**src/rtl/setpoint_ramp_ctrl.sv**
```systemverilog
// setpoint_ramp_ctrl
// Slew-limited setpoint sequencer feeding the 3LFCC modulator. Target updates from the
// UART decoder and the up/down buttons are arbitrated every cycle. The applied setpoint
// then walks toward the target by at most STEP_SIZE once every STEP_PERIOD+1 cycles.
//
// Ports:
//   clk_i         system clock (27 MHz)
//   rst_i         synchronous, active-high reset
//   uart_valid_i  strobe: uart_value_i is a new absolute target
//   uart_value_i  absolute target from the UART decoder
//   btn_up_i      debounced pulse: target += BTN_STEP (clamped to MAX_VALUE)
//   btn_dn_i      debounced pulse: target -= BTN_STEP (floored at 0)
//   hold_i        level: freezes ramping while high
//   setpoint_o    applied setpoint
//   target_o      current accepted target
//   busy_o        ramp state machine not idle
//   at_target_o   setpoint_o == target_o
//   drop_o        one-cycle pulse: a button request was discarded by arbitration
module setpoint_ramp_ctrl #(
    parameter logic [15:0] STEP_SIZE   = 16'd157,
    parameter int unsigned STEP_PERIOD = 2700,
    parameter logic [15:0] BTN_STEP    = 16'd1569,
    parameter logic [15:0] MAX_VALUE   = 16'd38825
) (
    input  logic        clk_i,
    input  logic        rst_i,
    input  logic        uart_valid_i,
    input  logic [15:0] uart_value_i,
    input  logic        btn_up_i,
    input  logic        btn_dn_i,
    input  logic        hold_i,
    output logic [15:0] setpoint_o,
    output logic [15:0] target_o,
    output logic        busy_o,
    output logic        at_target_o,
    output logic        drop_o
);

    localparam int unsigned CntW = (STEP_PERIOD > 1) ? $clog2(STEP_PERIOD) : 1;
    localparam logic [CntW-1:0] CntLast = CntW'(STEP_PERIOD - 1);

    typedef enum logic [1:0] {StIdle, StWait, StStep} state_t;

    state_t          state_q, state_d;
    logic [CntW-1:0] cnt_q, cnt_d;
    logic [15:0]     setpoint_q, setpoint_d;
    logic [15:0]     target_q, target_d;
    logic            drop_q, drop_d;

    logic [16:0] up_sum;
    logic [16:0] mag;
    logic        go_up;
    logic [15:0] delta;
    logic [15:0] stepped;

    // Target arbitration: UART wins over buttons; simultaneous up+down cancels.
    always_comb begin
        target_d = target_q;
        drop_d   = 1'b0;
        up_sum   = {1'b0, target_q} + {1'b0, BTN_STEP};
        if (uart_valid_i) begin
            target_d = (uart_value_i > MAX_VALUE) ? MAX_VALUE : uart_value_i;
            drop_d   = btn_up_i | btn_dn_i;
        end else if (btn_up_i && btn_dn_i) begin
            drop_d = 1'b1;
        end else if (btn_up_i) begin
            target_d = (up_sum > {1'b0, MAX_VALUE}) ? MAX_VALUE : up_sum[15:0];
        end else if (btn_dn_i) begin
            target_d = (target_q < BTN_STEP) ? 16'd0 : target_q - BTN_STEP;
        end
    end

    // One slew-limited step toward the current target. delta never exceeds the
    // distance to the target, so the 16-bit add/subtract below cannot wrap.
    always_comb begin
        go_up   = target_q > setpoint_q;
        mag     = go_up ? ({1'b0, target_q} - {1'b0, setpoint_q})
                        : ({1'b0, setpoint_q} - {1'b0, target_q});
        delta   = (mag > {1'b0, STEP_SIZE}) ? STEP_SIZE : mag[15:0];
        stepped = go_up ? setpoint_q + delta : setpoint_q - delta;
    end

    always_comb begin
        state_d    = state_q;
        cnt_d      = cnt_q;
        setpoint_d = setpoint_q;
        unique case (state_q)
            StIdle: begin
                if (setpoint_q != target_q) begin
                    state_d = StWait;
                    cnt_d   = '0;
                end
            end
            StWait: begin
                if (!hold_i) begin
                    if (cnt_q == CntLast) begin
                        state_d = StStep;
                    end else begin
                        cnt_d = cnt_q + CntW'(1);
                    end
                end
            end
            StStep: begin
                if (!hold_i) begin
                    setpoint_d = stepped;
                    cnt_d      = '0;
                    state_d    = (stepped == target_q) ? StIdle : StWait;
                end
            end
            default: state_d = StIdle;
        endcase
    end

    always_ff @(posedge clk_i) begin
        if (rst_i) begin
            state_q    <= StIdle;
            cnt_q      <= '0;
            setpoint_q <= 16'd0;
            target_q   <= 16'd0;
            drop_q     <= 1'b0;
        end else begin
            state_q    <= state_d;
            cnt_q      <= cnt_d;
            setpoint_q <= setpoint_d;
            target_q   <= target_d;
            drop_q     <= drop_d;
        end
    end

    assign setpoint_o  = setpoint_q;
    assign target_o    = target_q;
    assign busy_o      = (state_q != StIdle);
    assign at_target_o = (setpoint_q == target_q);
    assign drop_o      = drop_q;

endmodule

```
**config.mk**
```make
export PLATFORM = sky130hd
export DESIGN_NAME = setpoint_ramp_ctrl
export DESIGN_NICKNAME = d
export VERILOG_FILES = /design/src/rtl/setpoint_ramp_ctrl.sv
export SDC_FILE = /design/constraint.sdc
export NUM_CORES = 1
export LEC_CHECK = 0
export CORE_ASPECT_RATIO = 0.75
export CORE_MARGIN = 5
export CORE_UTILIZATION = 56
export DETAILED_ROUTE_END_ITERATION = 7
export GPL_TIMING_DRIVEN = 0
export MAX_ROUTING_LAYER = met4
export PLACE_DENSITY = 0.78
export REMOVE_ABC_BUFFERS = 1
export SLEW_MARGIN = 15
export SYNTH_ARGS = -nofsm -noshare
export SYNTH_HDL_FRONTEND = slang
export SYNTH_SLANG_ARGS = --single-unit
```
**constraint.sdc**
```tcl
create_clock -name clk_i -period 11.28 [get_ports clk_i]
set_input_delay 1.128 -clock clk_i [delete_from_list [all_inputs] [get_ports clk_i]]
set_output_delay 1.128 -clock clk_i [all_outputs]
set_load 0.01 [all_outputs]
```
==> results of run 1 <==
worst paths after layout:
path                        endpoint
max          state_q[0]$_SDFFE_PP0P_
min            cnt_q[7]$_SDFFE_PP0P_
max reg2reg  state_q[0]$_SDFFE_PP0P_
min reg2reg    cnt_q[7]$_SDFFE_PP0P_
sequential cells by signal, summed over array words and instances (netlist names):
name	flops
cnt_q	12
setpoint_o	16
state_q	2
target_o	16
drop_o	1
logic make-up (layout without fill, tap and decap cells):
group,count (synthesis),count (layout)
buffers and inverters,107,115
DFF,47,47
xor gates and xnor gates,51,51
and+or+nand+nor,316,316
muxes,15,15
AOI/OAI and AO/OA,297,297
adders and majority gates,55,55
placed cells by master (no fill, tap or decap), types with 31 or more instances in the layout:
master	netlist	final
sky130_fd_sc_hd__inv_1	47	47
sky130_fd_sc_hd__nand2_1	83	83
sky130_fd_sc_hd__dfxtp_1	47	47
sky130_fd_sc_hd__xnor2_1	40	40
sky130_fd_sc_hd__o21ai_0	62	62
sky130_fd_sc_hd__nor3_1	31	31
sky130_fd_sc_hd__a21oi_1	98	97
sky130_fd_sc_hd__clkdlybuf4s50_1	0	55
sky130_fd_sc_hd__nor2_1	66	66
sky130_fd_sc_hd__ha_1	52	52
metrics by stage:
stage / cell area, sq um / std cells / worst slack, ps
after floorplan: 5980 / 833 / 3960
after global placement: 6720 / 1029 / 2300
after detailed placement: 6720 / 1029 / 2310
after CTS: 6860 / 1036 / 2260
after global routing: 6870 / 1036 / 1480
final: 6870 / 1036 / 2360
where the power goes:
group	internal, uW	switching, uW	total [uW]
clock	81.2	69.4	151
combinational	209	312	521
sequential	173	25.4	199
worst max-delay path: cells and delay by family (launching register included):
family	cells	cell delay [ps]
AO/OA/AOI/OAI	11	3090
XOR/XNOR	2	810
adder cells (fa/ha/maj)	3	920
buffers and inverters	2	170
flip-flops	1	460
multiplexers	1	270
AND/OR/NAND/NOR	12	3060
metal layers:
metal | vias up | part of all wire | global-route usage | wire [um]
met2 | 329 | 0.43 | 0.446 | 8550
met5 | - | 0 | - | 0
met1 | 3149 | 0.47 | 0.423 | 9400
li1 | 3244 | - | - | -
met4 | 0 | 0.0091 | 0.0530 | 182
met3 | 18 | 0.095 | 0.0631 | 1910
final cells by class:
cell class,instances,area [sq um]
clock buffers,5,125
fillers,989,4030
well taps,140,175
multi-input cells,734,4860
clock inverters,2,13.8
inverters,52,200
flip-flops and latches,47,941
repair buffers,56,556
==> results.toml, run 1 <==
[outcome]
outcome = "complete, no violations"

[synth]
ys_async_sr_fraction = 0
synth-simple-area-share = 0.257
yosysWarnings = 0
postSynth.topFlopCell = "sky130_fd_sc_hd__dfxtp_1"
synth.largest_area_cell = "sky130_fd_sc_hd__dfxtp_1"
synth_fa_ha_area_frac = 0.114
most_frequent_cell_after_synthesis = "sky130_fd_sc_hd__a21oi_1"
synth.distinct_cells = 79
ranking_of_synthesized_cells_by_area = "sky130_fd_sc_hd__dfxtp_1 15%, sky130_fd_sc_hd__ha_1 10%, sky130_fd_sc_hd__a21oi_1 7.9%"
netlist_instances = 888
post_synth_xor_area_fraction = 0.0738
post_synth_mux_area_share = 0.0251
synthesis.area_per_instance_sq_um = 7.03
yosys_register_bits = 47
syn_area_sq_um = 6240
synth_edf_count = 0
synth-compound-area-share = 0.306
synth_commonest_cells = "98 x sky130_fd_sc_hd__a21oi_1, 83 x sky130_fd_sc_hd__nand2_1, 66 x sky130_fd_sc_hd__nor2_1"
synth_top_family_by_area = "compound AO/OA/AOI/OAI gates"
synth.yosys.seq_area_share = 0.151
synth_top_area_frac = 0.151

[grt]
grt_first_pass_wirelength_um = 32200
global_route.overflow_total = 0
maximum_number_of_pins_on_one_net_before_global_route_repair = 40
grt_pass1_vias = 6193
antenna_found_initial = 0
grt_util_all_layers = 0.300

[placement]
routabilityCongestion = 0.982
post-dp-hpwl_um = 15500
port-buffer-count = 56

[routing]
drcViolationCount = 0
first_iter_violations = 753
antenna_left = 0
drt_pre_antenna_iters = 6
wire_per_inst_um = 19.4
vias = 6740
finalWirelength_um = 20000
route.detailed.vias_per_inst = 6.51

[clock_tree]
post_cts_hold_buffer_count = 0
cts_post_setup_buffers_inserted = 0
tritoncts = "done"
clock_sinks = 47
ctsLongestPathBuffers = 2
clock_latency_ps = 300
cts_htree_levels = 2
cts_root_buf = "sky130_fd_sc_hd__clkbuf_16"
cts_buffers = 5
cts.clk_slew.worst_paths_ps = 70
post_cts.resized_instances = 0

[power_and_ir_drop]
powerDensity_nw_per_um2 = 127
static-leakage-power_uw = 0.00257
vdd_ir_drop_max_v = 0.0000632
p_total_uw = 870

[sta]
tightestPinTransition_ps = 874
setup_viol_count_final = 0
setup-tns-final_ps = 0
hold_violation_total_from_the_final_report = 0
timing.final.max_slew_violations = 0
achievable-frequency_mhz = 112
skew_ps = 9.88
relSlewSlack = 0.417
worst_hold_slack_after_final_layout_ps = 511
post-route-period-util = 0.791
period_minus_slack_ps = 8920
grt_setup_unrepaired = "no"

[min_path]
hold_path_class = "register to register"
timing.hold.worst.start = "cnt_q[7]$_SDFFE_PP0P_"
holdPathStages = 2

[cells_and_area]
syn_to_final_growth_pct = 10.1
final_layout_size_suffix_gt1_frac = 0.0435
antenna-diode-count = 0
fin_nets = 973
final_core_util = 0.630

[die]
num_io_pins = 57
fp.dieW_um = 132
chipHeight_um = 101
area_of_the_core_region_sq_um = 10900
die_area_sq_um = 13400
rows = 33
initial_utilization = 0.572

[worst_setup_path]
worst_r2r_path_depth = 31
worstReg2RegStart = "setpoint_o[10]$_SDFFE_PP0P_"
timing.critical_path.slowest_cell_delay_ps = 730
criticalPathCategory = "register to register"
critical_path_required_ps = 11460
critical_path_peak_fanout = 22
setup.worst_path.start_class = "register"
critPathLaunch = "setpoint_o[10]$_SDFFE_PP0P_"
r2r_slack_ps = 2360
critPathSlowestCell = "sky130_fd_sc_hd__a2111oi_4"
setup_crit_end_kind = "register"
arrival_ps = 9100

[run]
drv_cap = 0
Power figures use the tool's default switching activity.
==> inputs of run 2 (changes only) <==
==> constraint.sdc (replaced) <==
create_clock -name clk_i -period 8.3 [get_ports clk_i]
set_input_delay 0.83 -clock clk_i [delete_from_list [all_inputs] [get_ports clk_i]]
set_output_delay 0.83 -clock clk_i [all_outputs]
set_load 0.01 [all_outputs]
==> run 2 against run 1 <==
  * Fmax grew 17%
  * Clock skew is essentially flat
  * Clock power grew 35%
  * Global-route usage grew 0.12 points
  * Sequential share of layout area shrank 0.073 points
  * Power grew 38%
  * Critical path depth shrank 2
  * Sequential cell count is the same
  * Die area is the same
  * Worst hold slack lost 1.2 ps
  * Critical path type unchanged
  * Critical endpoint unchanged
  * Largest cell class unchanged
  * Largest power group unchanged
==> results.toml, run 2 (same netlist as run 1, synthesis figures left out) <==
[outcome]
outcome = "complete, no violations"

[grt]
maximum_number_of_pins_on_one_net_before_global_route_repair = 40
global_route.overflow_total = 0
grt_util_all_layers = 0.301
grt_pass1_vias = 6239
grt_first_pass_wirelength_um = 32300
antenna_found_initial = 0

[routing]
antenna_left = 0
drt_pre_antenna_iters = 5
first_iter_violations = 578
vias = 6757
drcViolationCount = 0
finalWirelength_um = 20200
wire_per_inst_um = 19.4
route.detailed.vias_per_inst = 6.50

[die]
rows = 33
chipHeight_um = 101
num_io_pins = 57
fp.dieW_um = 132
die_area_sq_um = 13400
area_of_the_core_region_sq_um = 10900
initial_utilization = 0.572

[sta]
grt_setup_unrepaired = "no"
achievable-frequency_mhz = 131
timing.final.max_slew_violations = 0
period_minus_slack_ps = 7650
postLayoutSetupSlackWorst_ps = 646
hold_violation_total_from_the_final_report = 0
skew_ps = 9.41
relSlewSlack = 0.408
worst_hold_slack_after_final_layout_ps = 510
setup_viol_count_final = 0
post-route-period-util = 0.922
tightestPinTransition_ps = 887

[power_and_ir_drop]
clock_power_share = 0.170
static-leakage-power_uw = 0.00260
combPwrFrac = 0.604
vdd_ir_drop_max_v = 0.0000880
seqPwrFrac = 0.226
power.share.switching = 0.468
powerDensity_nw_per_um2 = 172
p_sw_uw = 562
p_int_uw = 638

[worst_setup_path]
critPathSlowestCell = "sky130_fd_sc_hd__o31ai_1"
criticalPathCategory = "register to register"
critPathLaunch = "setpoint_o[1]$_SDFFE_PP0P_"
critical_path_required_ps = 8480
worstReg2RegStart = "setpoint_o[1]$_SDFFE_PP0P_"
arrival_ps = 7830
critical_path_peak_fanout = 22
setup.worst_path.start_class = "register"
setup_crit_end_kind = "register"
timing.critical_path.slowest_cell_delay_ps = 550

[cells_and_area]
fin_nets = 976
multi_input_area_sq_um = 4930
postLayoutCellArea_sq_um = 6970
mostFrequentLayoutCells = "96 x sky130_fd_sc_hd__a21oi_1, 83 x sky130_fd_sc_hd__nand2_1, 66 x sky130_fd_sc_hd__nor2_1"
final_cell_count_no_fill = 1039
mostFrequentLayoutCell = "sky130_fd_sc_hd__a21oi_1"
antenna-diode-count = 0
syn_to_final_growth_pct = 11.8
final_layout_size_suffix_gt1_frac = 0.0634
final_core_util = 0.640
area.sequential_sq_um = 950
fillerInstances = 972

[run]
drv_cap = 0

[min_path]
timing.hold.worst.start = "cnt_q[7]$_SDFFE_PP0P_"
hold_path_class = "register to register"

[clock_tree]
cts.clk_slew.worst_paths_ps = 60
ctsLongestPathBuffers = 2
clock_latency_ps = 300
cts_buffers = 5
tritoncts = "done"
cts_root_buf = "sky130_fd_sc_hd__clkbuf_16"
clock_sinks = 47
cts_htree_levels = 2

[placement]
dp_slack_ps = -670
dpl_cell_area_sq_um = 6720
post-dp-hpwl_um = 15500
post-place-cells = 1029
port-buffer-count = 56
routabilityCongestion = 0.982
run 2: cell types whose count changed in the layout (fill, tap and decap cells not counted), moves of 2 or more:
cell and change:
sky130_fd_sc_hd__buf_4 +3, sky130_fd_sc_hd__ha_1 -2, sky130_fd_sc_hd__ha_2 +2, sky130_fd_sc_hd__dfxtp_2 +7, sky130_fd_sc_hd__dfxtp_1 -7
run 2: repair_timing:
item                                    4_1_cts  5_1_grt
endpoints found under the setup margin        3        3
gates resized for setup                       2       18
buffers inserted                              3        0
pin swaps                                     1        0
hold buffers                                  0        0
run 2: area by class of cell:
cell class / instances / area share
Multi-Input combinational cell: 734 / 0.707
Clock inverter: 2 / 0.00197
Tap cell: 140 / 0.0251
Clock buffer: 5 / 0.0179
Timing Repair Buffer: 59 / 0.0829
Sequential cell: 47 / 0.136
Inverter: 52 / 0.0287
run 2: through the flow:
stage                     TNS, ps  total power (uW)
after global placement      -1140               945
after CTS                       0              1170
final                           0              1200
after global routing            0              1280
after detailed placement    -1230               958
after floorplan                 0               779
run 2: final timing paths:
kind	to	slack (ps)	cells past startpoint
hold / removal	cnt_q[7]$_SDFFE_PP0P_	510	2
setup / recovery	state_q[0]$_SDFFE_PP0P_	650	29
hold reg to reg	cnt_q[7]$_SDFFE_PP0P_	510	2
setup reg to reg	state_q[0]$_SDFFE_PP0P_	650	29
run 2: per-layer routing:
metal	wire length [um]	vias to the layer above	track usage
met4	235	0	0.0569
met2	8620	330	0.447
met5	0	-	-
met1	9380	3151	0.423
met3	1940	22	0.0645
li1	-	3254	-
run 2: power by group through the flow:
stage                     Combinational [uW]  Sequential, uW  Clock (uW)
after floorplan                          512             267           0
after global placement                   672             273           0
after detailed placement                 684             274           0
after CTS                                694             269         208
after global routing                     785             273         218
final                                    724             271         204
run 2: worst max-delay path, delay by kind of cell, from the launching register on:
| family | cells | cell delay, ps |
|---|---|---|
| AOI/OAI and AO/OA | 9 | 2430 |
| and+or+nand+nor | 10 | 2350 |
| adders and majority gates | 3 | 900 |
| xor gates and xnor gates | 4 | 670 |
| DFF | 1 | 530 |
| buffers and inverters | 2 | 350 |
| muxes | 1 | 290 |
==> inputs of run 3 (changes only) <==
--- a/config.mk
+++ b/config.mk
@@ -7,11 +7,11 @@
 export LEC_CHECK = 0
 export CORE_ASPECT_RATIO = 0.75
 export CORE_MARGIN = 5
-export CORE_UTILIZATION = 56
+export CORE_UTILIZATION = 50
 export DETAILED_ROUTE_END_ITERATION = 7
 export GPL_TIMING_DRIVEN = 0
 export MAX_ROUTING_LAYER = met4
-export PLACE_DENSITY = 0.78
+export PLACE_DENSITY = 0.71
 export REMOVE_ABC_BUFFERS = 1
 export SLEW_MARGIN = 15
 export SYNTH_ARGS = -nofsm -noshare
==> run 3 against run 2 <==
  * Critical path depth rose by 2
  * Global-route usage fell by 3.6 points
  * Count of clock-buffer cells in the layout did not move
  * First-iteration DRC count rose by 24%
  * Clock power rose by 3%
  * Sequential share of layout area barely moved
  * Sequential power barely moved
  * Clock skew rose by 2.9 ps
  * Routed wire length fell by 2.0%
  * Sequential cell count did not move
==> results.toml, run 3 (same netlist as run 1, synthesis figures left out) <==
[worst_setup_path]
critPathSlowestCell = "sky130_fd_sc_hd__ha_1"
crit_path_end = "state_q[0]$_SDFFE_PP0P_"
worst_r2r_path_depth = 31
critPathLaunch = "setpoint_o[10]$_SDFFE_PP0P_"
critical_path_peak_fanout = 22
setup_crit_end_kind = "register"
worstReg2RegEnd = "state_q[0]$_SDFFE_PP0P_"
criticalPathCategory = "register to register"
critical_path_required_ps = 8480
timing.critical_path.slowest_cell_delay_ps = 460
r2r_slack_ps = 440
worstReg2RegStart = "setpoint_o[10]$_SDFFE_PP0P_"
arrival_ps = 8050
setup.worst_path.start_class = "register"

[clock_tree]
clock_latency_ps = 300
cts_root_buf = "sky130_fd_sc_hd__clkbuf_16"
post_cts_hold_buffer_count = 0
cts.clk_slew.worst_paths_ps = 80
cts_htree_levels = 2
cts_buffers = 5
ctsLongestPathBuffers = 2
clock_sinks = 47
tritoncts = "done"

[cells_and_area]
antenna-diode-count = 0
postLayoutCellArea_sq_um = 6980
mostFrequentLayoutCells = "96 x sky130_fd_sc_hd__a21oi_1, 83 x sky130_fd_sc_hd__nand2_1, 66 x sky130_fd_sc_hd__nor2_1"
syn_to_final_growth_pct = 11.8
final_cell_count_no_fill = 1065
fin_nets = 976
mostFrequentLayoutCell = "sky130_fd_sc_hd__a21oi_1"
final_layout_size_suffix_gt1_frac = 0.0567

[die]
fp.dieW_um = 139
chipHeight_um = 107
initial_utilization = 0.509
die_area_sq_um = 14800
area_of_the_core_region_sq_um = 12300
rows = 35
num_io_pins = 57

[power_and_ir_drop]
powerDensity_nw_per_um2 = 171
vdd_ir_drop_max_v = 0.0000966
seqPwrFrac = 0.226
p_sw_uw = 559
clock_power_share = 0.177
power.share.switching = 0.468
p_int_uw = 636
static-leakage-power_uw = 0.00260
combPwrFrac = 0.597

[grt]
grt_pass1_vias = 5822
grt_first_pass_wirelength_um = 31700
maximum_number_of_pins_on_one_net_before_global_route_repair = 40
antenna_found_initial = 0
global_route.overflow_total = 0
grt_util_all_layers = 0.265

[sta]
timing.final.max_slew_violations = 0
period_minus_slack_ps = 7860
worst_hold_slack_after_final_layout_ps = 499
achievable-frequency_mhz = 127
setup_viol_count_final = 0
hold_violation_total_from_the_final_report = 0
tightestPinTransition_ps = 885
skew_ps = 12.3
setup-tns-final_ps = 0
post-route-period-util = 0.947
relSlewSlack = 0.406

[routing]
drcViolationCount = 0
vias = 6689
finalWirelength_um = 19800
first_iter_violations = 715
route.detailed.vias_per_inst = 6.28
antenna_left = 0
drt_pre_antenna_iters = 5
wire_per_inst_um = 18.6

[placement]
post-dp-hpwl_um = 14900
dpl_cell_area_sq_um = 6750
post-place-cells = 1055
routabilityCongestion = 0.973
port-buffer-count = 56

[outcome]
outcome = "complete, no violations"

[min_path]
hold_path_class = "register to register"

[run]
drv_cap = 0
-- run 3: cell counts in the layout (fill, tap and decap cells not counted) --
No cell type changed its count.
-- run 3: critical path: cells and delay by family (launching register included) --
| kind | cells | cell delay, ps |
|---|---|---|
| multiplexers | 1 | 230 |
| flip-flops | 1 | 450 |
| AO/OA/AOI/OAI | 11 | 2550 |
| adder cells (fa/ha/maj) | 3 | 940 |
| XOR/XNOR | 2 | 650 |
| buffers and inverters | 2 | 140 |
| AND/OR/NAND/NOR | 12 | 2740 |
-- run 3: what timing repair did --
| action | 4_1_cts | 5_1_grt |
|---|---|---|
| buffers inserted | 3 | 0 |
| pin swaps | 1 | 0 |
| cloned | 0 | 0 |
| resized for setup | 2 | 11 |
| endpoints found under the setup margin | 4 | 3 |
-- run 3: metrics by stage --
stage	utilization	total power, uW	setup WS, ps
3_3_place_gp	0.551	947	-802
5_1_grt	0.569	1270	-24.6
2_1_floorplan	-	779	975
6_report	0.569	1190	436
3_5_place_dp	0.551	951	-859
4_1_cts	0.565	1170	19.6
-- run 3: layer usage --
layer | track usage | up-vias | share of wire
li1 | - | 3260 | -
met4 | 0.0272 | 0 | 0.0053
met1 | 0.408 | 3126 | 0.49
met2 | 0.365 | 293 | 0.40
met5 | - | - | 0
met3 | 0.0539 | 10 | 0.10
-- run 3: how the worst min path moves through the flow --
| stage | cells past startpoint | endpoint | startpoint |
|---|---|---|---|
| floorplan | 2 | cnt_q[1]$_SDFFE_PP0P_ | cnt_q[1]$_SDFFE_PP0P_ |
| global placement | 2 | cnt_q[1]$_SDFFE_PP0P_ | cnt_q[1]$_SDFFE_PP0P_ |
| detailed placement | 2 | cnt_q[1]$_SDFFE_PP0P_ | cnt_q[1]$_SDFFE_PP0P_ |
| CTS | 2 | cnt_q[1]$_SDFFE_PP0P_ | cnt_q[1]$_SDFFE_PP0P_ |
| global route | 2 | cnt_q[7]$_SDFFE_PP0P_ | cnt_q[7]$_SDFFE_PP0P_ |
| finish | 2 | cnt_q[1]$_SDFFE_PP0P_ | cnt_q[1]$_SDFFE_PP0P_ |
-- run 3: final cells by class --
class / count / area (sq um)
Clock buffer: 5 / 125
Fill cell: 1225 / 5290
Inverter: 52 / 200
Clock inverter: 2 / 13.8
Multi-Input combinational cell: 734 / 4900
Sequential cell: 47 / 947
Timing Repair Buffer: 59 / 578
Tap cell: 166 / 208
-- run 3: power groups by stage --
stage | registers, uW | logic [uW] | clock network (uW)
3_5_place_dp | 273 | 678 | 0
2_1_floorplan | 267 | 512 | 0
4_1_cts | 268 | 687 | 213
3_3_place_gp | 273 | 673 | 0
5_1_grt | 273 | 780 | 220
6_report | 270 | 713 | 211
